==> src/rtl/light_conflict_monitor_pkg.sv <==
// Shared lamp bit positions, monitor states and fault codes for the intersection conflict monitor.
// Lamp vector order is {pedestrian, left_turn, green, yellow, red}.
package light_conflict_monitor_pkg;

  localparam int RED        = 0;
  localparam int YELLOW     = 1;
  localparam int GREEN      = 2;
  localparam int LEFT_TURN  = 3;
  localparam int PEDESTRIAN = 4;

  typedef enum logic [1:0] {
    ST_IDLE    = 2'd0,
    ST_MONITOR = 2'd1,
    ST_FAULT   = 2'd2
  } mon_state_t;

  // Numeric order doubles as priority: lowest code wins on a tie.
  typedef enum logic [2:0] {
    FC_NONE     = 3'd0,
    FC_CONFLICT = 3'd1,
    FC_PAT_A    = 3'd2,
    FC_PAT_B    = 3'd3,
    FC_YEL_A    = 3'd4,
    FC_YEL_B    = 3'd5,
    FC_STUCK_A  = 3'd6,
    FC_STUCK_B  = 3'd7
  } fault_code_t;

  function automatic logic lamp_go(input logic [4:0] x);
    return x[GREEN] | x[YELLOW] | x[LEFT_TURN];
  endfunction

  function automatic logic lamp_illegal(input logic [4:0] x);
    return ($countones(x[LEFT_TURN:RED]) != 1) || (x[PEDESTRIAN] && !x[GREEN]);
  endfunction

endpackage

==> src/rtl/approach_checker.sv <==
// Per-approach checks on the registered lamp pattern: illegal-pattern filter, yellow timing, stuck phase.
// Fault outputs are combinational from the current registered pattern and counters; counters run only while active.
module approach_checker
  import light_conflict_monitor_pkg::*;
#(
  parameter logic [31:0] FILTER_TICKS     = 32'd50000,
  parameter logic [31:0] MIN_YELLOW_TICKS = 32'd240000000,
  parameter logic [31:0] STUCK_TICKS      = 32'd3000000000
) (
  input  logic       in_clock,
  input  logic       in_reset,
  input  logic       in_active,
  input  logic [4:0] in_cur,
  input  logic [4:0] in_prev,
  output logic       out_go,
  output logic       out_pattern_fault,
  output logic       out_yellow_fault,
  output logic       out_stuck_fault
);

  logic [31:0] pat_cnt_q, pat_cnt_d;
  logic [31:0] yel_cnt_q, yel_cnt_d;
  logic [31:0] stuck_cnt_q, stuck_cnt_d;
  logic        yellow_start_seen_q, yellow_start_seen_d;
  logic        illegal, unchanged, yellow_rise, yellow_to_red, green_to_red;

  always_comb begin
    illegal       = lamp_illegal(in_cur);
    unchanged     = (in_cur == in_prev);
    yellow_rise   = in_cur[YELLOW] & ~in_prev[YELLOW];
    yellow_to_red = in_prev[YELLOW] & in_cur[RED] & ~in_cur[YELLOW];
    green_to_red  = in_prev[GREEN] & in_cur[RED] & ~in_cur[GREEN];

    pat_cnt_d           = '0;
    yel_cnt_d           = '0;
    stuck_cnt_d         = '0;
    yellow_start_seen_d = 1'b0;
    if (in_active) begin
      if (illegal) pat_cnt_d = pat_cnt_q + 32'd1;
      // yel_cnt holds the number of cycles the current yellow has been shown.
      if (in_cur[YELLOW]) begin
        if (yellow_rise) yel_cnt_d = 32'd1;
        else yel_cnt_d = (yel_cnt_q == MIN_YELLOW_TICKS) ? yel_cnt_q : yel_cnt_q + 32'd1;
      end
      if (unchanged) stuck_cnt_d = (stuck_cnt_q == STUCK_TICKS) ? stuck_cnt_q : stuck_cnt_q + 32'd1;
      yellow_start_seen_d = yellow_rise | (yellow_start_seen_q & in_cur[YELLOW]);
    end
  end

  assign out_go            = lamp_go(in_cur);
  assign out_pattern_fault = in_active & illegal & (pat_cnt_q >= FILTER_TICKS - 32'd1);
  assign out_stuck_fault   = in_active & unchanged & (stuck_cnt_q >= STUCK_TICKS - 32'd1);
  // A yellow already running when monitoring began has no trusted start, so only green->red is checked then.
  assign out_yellow_fault  = in_active &
                             (green_to_red |
                              (yellow_to_red & yellow_start_seen_q & (yel_cnt_q < MIN_YELLOW_TICKS)));

  always_ff @(posedge in_clock or posedge in_reset) begin
    if (in_reset) begin
      pat_cnt_q           <= '0;
      yel_cnt_q           <= '0;
      stuck_cnt_q         <= '0;
      yellow_start_seen_q <= 1'b0;
    end else begin
      pat_cnt_q           <= pat_cnt_d;
      yel_cnt_q           <= yel_cnt_d;
      stuck_cnt_q         <= stuck_cnt_d;
      yellow_start_seen_q <= yellow_start_seen_d;
    end
  end

endmodule

==> src/rtl/light_conflict_monitor.sv <==
// Safety monitor for two approach lamp sets; latches the first fault and raises out_issue to force flashing red.
// Unfiltered faults show two edges after the lamp change; filtered ones after CONFLICT_FILTER_TICKS+1 edges.
module light_conflict_monitor
  import light_conflict_monitor_pkg::*;
#(
  parameter logic [31:0] CONFLICT_FILTER_TICKS = 32'd50000,
  parameter logic [31:0] MIN_YELLOW_TICKS      = 32'd240000000,
  parameter logic [31:0] STUCK_TICKS           = 32'd3000000000
) (
  input  logic       in_clock,
  input  logic       in_reset,
  input  logic       in_enable,
  input  logic [4:0] in_a_lights,
  input  logic [4:0] in_b_lights,
  output logic       out_issue,
  output logic [2:0] out_fault_code,
  output logic       out_monitor_ok
);

  logic [4:0]  a_q, a_p, b_q, b_p;
  mon_state_t  state_q, state_d;
  fault_code_t code_q, code_d, first_fault;
  logic        issue_q, issue_d, monitor_ok_q, monitor_ok_d;
  logic [31:0] conf_cnt_q, conf_cnt_d;
  logic        active, conflict, conflict_fault;
  logic        a_go, a_pat, a_yel, a_stuck;
  logic        b_go, b_pat, b_yel, b_stuck;

  // Dropping enable stops checking in the same cycle so counters clear on the next edge.
  assign active = (state_q == ST_MONITOR) && in_enable;

  approach_checker #(
    .FILTER_TICKS    (CONFLICT_FILTER_TICKS),
    .MIN_YELLOW_TICKS(MIN_YELLOW_TICKS),
    .STUCK_TICKS     (STUCK_TICKS)
  ) u_chk_a (
    .in_clock(in_clock), .in_reset(in_reset), .in_active(active),
    .in_cur(a_q), .in_prev(a_p),
    .out_go(a_go), .out_pattern_fault(a_pat), .out_yellow_fault(a_yel), .out_stuck_fault(a_stuck)
  );

  approach_checker #(
    .FILTER_TICKS    (CONFLICT_FILTER_TICKS),
    .MIN_YELLOW_TICKS(MIN_YELLOW_TICKS),
    .STUCK_TICKS     (STUCK_TICKS)
  ) u_chk_b (
    .in_clock(in_clock), .in_reset(in_reset), .in_active(active),
    .in_cur(b_q), .in_prev(b_p),
    .out_go(b_go), .out_pattern_fault(b_pat), .out_yellow_fault(b_yel), .out_stuck_fault(b_stuck)
  );

  always_comb begin
    conflict       = a_go & b_go;
    conf_cnt_d     = (active && conflict) ? conf_cnt_q + 32'd1 : '0;
    conflict_fault = active && conflict && (conf_cnt_q >= CONFLICT_FILTER_TICKS - 32'd1);

    first_fault = FC_NONE;
    if      (conflict_fault) first_fault = FC_CONFLICT;
    else if (a_pat)          first_fault = FC_PAT_A;
    else if (b_pat)          first_fault = FC_PAT_B;
    else if (a_yel)          first_fault = FC_YEL_A;
    else if (b_yel)          first_fault = FC_YEL_B;
    else if (a_stuck)        first_fault = FC_STUCK_A;
    else if (b_stuck)        first_fault = FC_STUCK_B;

    state_d = state_q;
    issue_d = issue_q;
    code_d  = code_q;
    case (state_q)
      ST_IDLE: if (in_enable) state_d = ST_MONITOR;
      ST_MONITOR: begin
        if (!in_enable) begin
          state_d = ST_IDLE;
        end else if (first_fault != FC_NONE) begin
          state_d = ST_FAULT;
          issue_d = 1'b1;
          code_d  = first_fault;
        end
      end
      default: state_d = ST_FAULT;
    endcase
    monitor_ok_d = (state_d == ST_MONITOR);
  end

  always_ff @(posedge in_clock or posedge in_reset) begin
    if (in_reset) begin
      a_q          <= '0;
      a_p          <= '0;
      b_q          <= '0;
      b_p          <= '0;
      state_q      <= ST_IDLE;
      issue_q      <= 1'b0;
      code_q       <= FC_NONE;
      monitor_ok_q <= 1'b0;
      conf_cnt_q   <= '0;
    end else begin
      a_q          <= in_a_lights;
      a_p          <= a_q;
      b_q          <= in_b_lights;
      b_p          <= b_q;
      state_q      <= state_d;
      issue_q      <= issue_d;
      code_q       <= code_d;
      monitor_ok_q <= monitor_ok_d;
      conf_cnt_q   <= conf_cnt_d;
    end
  end

  assign out_issue      = issue_q;
  assign out_fault_code = code_q;
  assign out_monitor_ok = monitor_ok_q;

endmodule

==> config.mk <==
export PLATFORM = sky130hd
export DESIGN_NAME = light_conflict_monitor
export DESIGN_NICKNAME = d
export VERILOG_FILES = /design/src/rtl/light_conflict_monitor_pkg.sv /design/src/rtl/approach_checker.sv /design/src/rtl/light_conflict_monitor.sv
export SDC_FILE = /design/constraint.sdc
export NUM_CORES = 1
export LEC_CHECK = 0
export CELL_PAD_IN_SITES_DETAIL_PLACEMENT = 1
export CELL_PAD_IN_SITES_GLOBAL_PLACEMENT = 2
export CORE_UTILIZATION = 41
export DETAILED_ROUTE_END_ITERATION = 10
export PLACE_DENSITY_LB_ADDON = 0.05
export SKIP_LAST_GASP = 1
export SLEW_MARGIN = 0
export SYNTH_ARGS = -nofsm -noshare
export SYNTH_HDL_FRONTEND = slang
export SYNTH_SLANG_ARGS = --single-unit
==> constraint.sdc <==
create_clock -name in_clock -period 11.15 [get_ports in_clock]
set_clock_uncertainty 0.1 [all_clocks]
set_input_delay 2.23 -clock in_clock [delete_from_list [all_inputs] [get_ports in_clock]]
set_output_delay 2.23 -clock in_clock [all_outputs]
set_load 0.05 [all_outputs]
==> impl_metrics.yaml <==
final_layout:
  drive_gt1_share_pct: 5.87
  antenna_cells: 0
  area_delta_synth_final_pct: 13.3
  nNetsFinal: 1355
placed_design:
  portBuffers: 17
  gp_congestion: 0.730
  dp_hpwl_um: 18100
drt:
  drc_errors: 0
  post_drt_wl_per_cell_um: 15.8
  drt_wl_total_um: 27400
  antenna_left: 0
  vias: 9162
  drt-initial-drc-count: 332
  drtPass1Iterations: 4
  viasPerCell: 5.28
timing:
  final.min_clock_period_ns: 4.36
  rsz0062_at_grt: "false"
  worst_slew_pin_slew_ns: 0.878
  setup_tns_ns: 0
  fmax_mhz: 229
  finalSetupViolations: 0
  hold_viol_final: 0
  timing.final.crit_share_pct: 39.1
  slew_violations: 0
  slew_headroom_pct: 41.5
synth:
  synth.mux.area_fraction_pct: 0.319
  syn_nets: 1327
  synth_edf_count: 0
  synth_top_family_by_area: "simple AND/OR/NAND/NOR gates"
  ys.flop_type: "dfrtp_1"
  yosysTopAreaCellShare_pct: 50.4
  synth-simple-area-share_pct: 26.3
  seq_area_frac_synth_pct: 50.4
  synth_fa_ha_area_share_pct: 2.21
  ys_types: 66
  synth_compound_area_share_pct: 4.77
  yosys_register_bits: 253
  synth_area_leaders: "dfrtp_1 50%, xor2_1 8.5%, nor2_1 7.6%"
  synthXorXnorAreaFrac_pct: 14.0
  postSynthCellCount: 1293
  synth_top_cell_by_area: "dfrtp_1"
  synth_area_um2: 12600
  yosysWarnings: 0
  synthArstFlopShare_pct: 100
  postSynthAreaPerCell_um2: 9.71
clocking:
  cts_sinks: 253
  cts_resized: 0
  cts_tree: "done"
  cts_hold_buf: 0
  cts_buffer_depth: 3
  clkLatencyLatePin_ns: 0.54
  cts_root_buf: "clkbuf_16"
  cts_setup_buffers: 0
  cts.clk_slew.worst_paths_ns: 0.06
  numCtsBuffers: 31
  cts-htree-levels: 1
floorplanning:
  core_um2: 29900
  dieArea_um2: 31300
  start_util_pct: 42.0
  die_width_um: 177
  pin_count: 18
  die_height_um: 177
  row_count: 63
worst_hold_path:
  hp-class: "reg2reg"
  hold_start: "a_q[4]"
worst_setup_path:
  critPathKind: "in2reg"
  slowest_delay_ns: 0.52
  critPathLaunch: "in_enable"
  cp_max_fo: 34
  cp-end-kind: "flip-flop"
  critPathBufInv: 2
  timing.rr.start: "b_q[1]"
  crit_required_ns: 11.48
  cp_slowest_cell: "clkdlybuf4s50_1"
  critPathLaunchType: "primary input"
  worstPathCellList: "clkdlybuf4s50_1, nand3b_1, nor4_1, nand3_1, buf_4, o21ai_1, o31ai_2, a221o_1"
  arrival_ns: 4.69
  critPathTopFamily: "compound AO/OA/AOI/OAI gates"
grt:
  antenna_found_initial: 0
  grt_usage_pct: 18.5
  grt_overflow: 0
  grt_pass1_wl_um: 48100
  grt_pass1_vias: 9736
  grt_max_degree: 132
power:
  p_leak_uw: 0.00559
  totalPowerFinal_uw: 2050
  vdd.ir_drop.worst_mv: 0.109
  p_per_area_nw_per_um2: 144
run_status:
  outcome: "complete, no violations"
run:
  max-cap-violations: 0
==> cell usage after synthesis (2+ instances only) <==
master     count
a21oi_1       32
xor2_1       122
or3_1         27
nor4_1        25
mux2i_1        4
and2_1         8
nor2b_1        7
ha_1          19
a31o_2         2
a31oi_1        4
and3b_1        2
nand4_1       50
xnor2_1       78
or2_2          3
nor2_1       255
a21boi_1       2
nor3b_1        2
nor3_1        26
nor4_2         6
inv_1         36
nand3_1       81
or4_1          4
nand2b_1       7
clkbuf_1      28
and3_1        35
o21bai_1       3
nor4bb_1       3
fa_1           2
nand4bb_1      2
a311o_1        3
nor3_2         2
o21ai_0       28
nand3b_1       2
nand2_1       78
o21ai_1        2
a211oi_1       2
and4_1        20
dfrtp_1      253
==> layout make-up <==
type / count / area (um^2)
clock buffer: 52 / 975
clock inverter: 5 / 56.3
fill: 3370 / 15700
inverter: 36 / 143
multi-input combinational: 975 / 5990
sequential: 253 / 6330
tap: 390 / 488
timing repair buffer: 24 / 235
==> flip-flops by register name, indices dropped and copies added, names as in the netlist, 3 cells and up <==
register             flops
a_p                      5
a_q                      5
b_p                      5
b_q                      5
conf_cnt_q              32
out_fault_code           3
u_chk_a.pat_cnt_q       32
u_chk_a.stuck_cnt_q     32
u_chk_a.yel_cnt_q       32
u_chk_b.pat_cnt_q       32
u_chk_b.stuck_cnt_q     32
u_chk_b.yel_cnt_q       32
==> routing by layer <==
metal	global-route usage, %	routed length (um)	up-vias
met3	2.15	439	39
met5	0	0	-
met4	4.53	582	0
met2	31.4	13000	51
met1	25.1	13400	4571
li1	-	-	4501
==> worst paths after layout <==
kind / end / slack (ns) / cells past startpoint
max in group asynchronous: u_chk_a.pat_cnt_q[1] / 7.52 / 3
min in group asynchronous: u_chk_b.stuck_cnt_q[11] / 2.17 / 2
setup reg to reg: state_q[0] / 7.68 / 10
hold / removal: a_p[4] / 0.32 / 0
setup / recovery: out_fault_code[0] / 6.79 / 8
hold reg to reg: a_p[4] / 0.32 / 0
==> per-stage QoR <==
step / area (um^2) / worst slack (ns) / hold slack (ns) / utilization [%] / instances
floorplan: 12600 / 1.86 / 0.294 / - / 1293
global placement: 13200 / 6.28 / 0.310 / 44.1 / 1678
detailed placement: 13200 / 6.21 / 0.313 / 44.1 / 1678
CTS: 14200 / 6.77 / 0.325 / 47.6 / 1735
global route: 14200 / 6.56 / 0.362 / 47.6 / 1735
finish: 14200 / 6.79 / 0.322 / 47.6 / 1735
==> cell families (layout without fill, tap and decap cells) <==
| kind of cell | after synthesis | count (layout) |
|---|---|---|
| XOR/XNOR | 200 | 200 |
| adder cells (fa/ha/maj) | 21 | 21 |
| buffers and inverters | 65 | 117 |
| multiplexers | 4 | 4 |
| AO/OA/AOI/OAI | 94 | 94 |
| AND/OR/NAND/NOR | 656 | 656 |
| flip-flops | 253 | 253 |
==> power by group <==
part	switching [uW]	internal (uW)	leakage [uW]
sequential	14.9	933	0.00348
combinational	70.7	33.3	0.00160
clock	385	613	0.000511
==> worst register-to-register path, cell delays in order, from the launching register on <==
cell and delay, ns:
dfrtp_1 0.53, ha_1 0.31, ha_1 0.22, fa_1 0.44
nor2_1 0.11, a31o_2 0.66, nor2_1 0.12, a21oi_1 0.31
nand2_1 0.16, nor4_4 0.25, and3b_1 0.21
==> cell usage in the layout (no fill, tap or decap), types with 3 or more instances in the layout <==
master,instances
and3_1,35
a21oi_1,32
xnor2_1,78
o21bai_1,3
nand3_1,81
nand4_1,50
ha_1,19
clkbuf_16,31
xor2_1,122
nor4_1,25
clkbuf_8,12
inv_1,35
nand2b_1,7
a31oi_1,4
nor2_1,255
clkdlybuf4s50_1,17
mux2i_1,4
or4_1,4
clkinv_2,3
nor3_1,26
nor4_2,6
nor4bb_1,3
or3_1,27
and4_1,20
buf_4,6
a311o_1,3
nor2b_1,7
or2_2,3
clkbuf_1,9
and2_1,8
dfrtp_1,253
o21ai_0,28
nand2_1,78
Power figures use the tool's default switching activity.
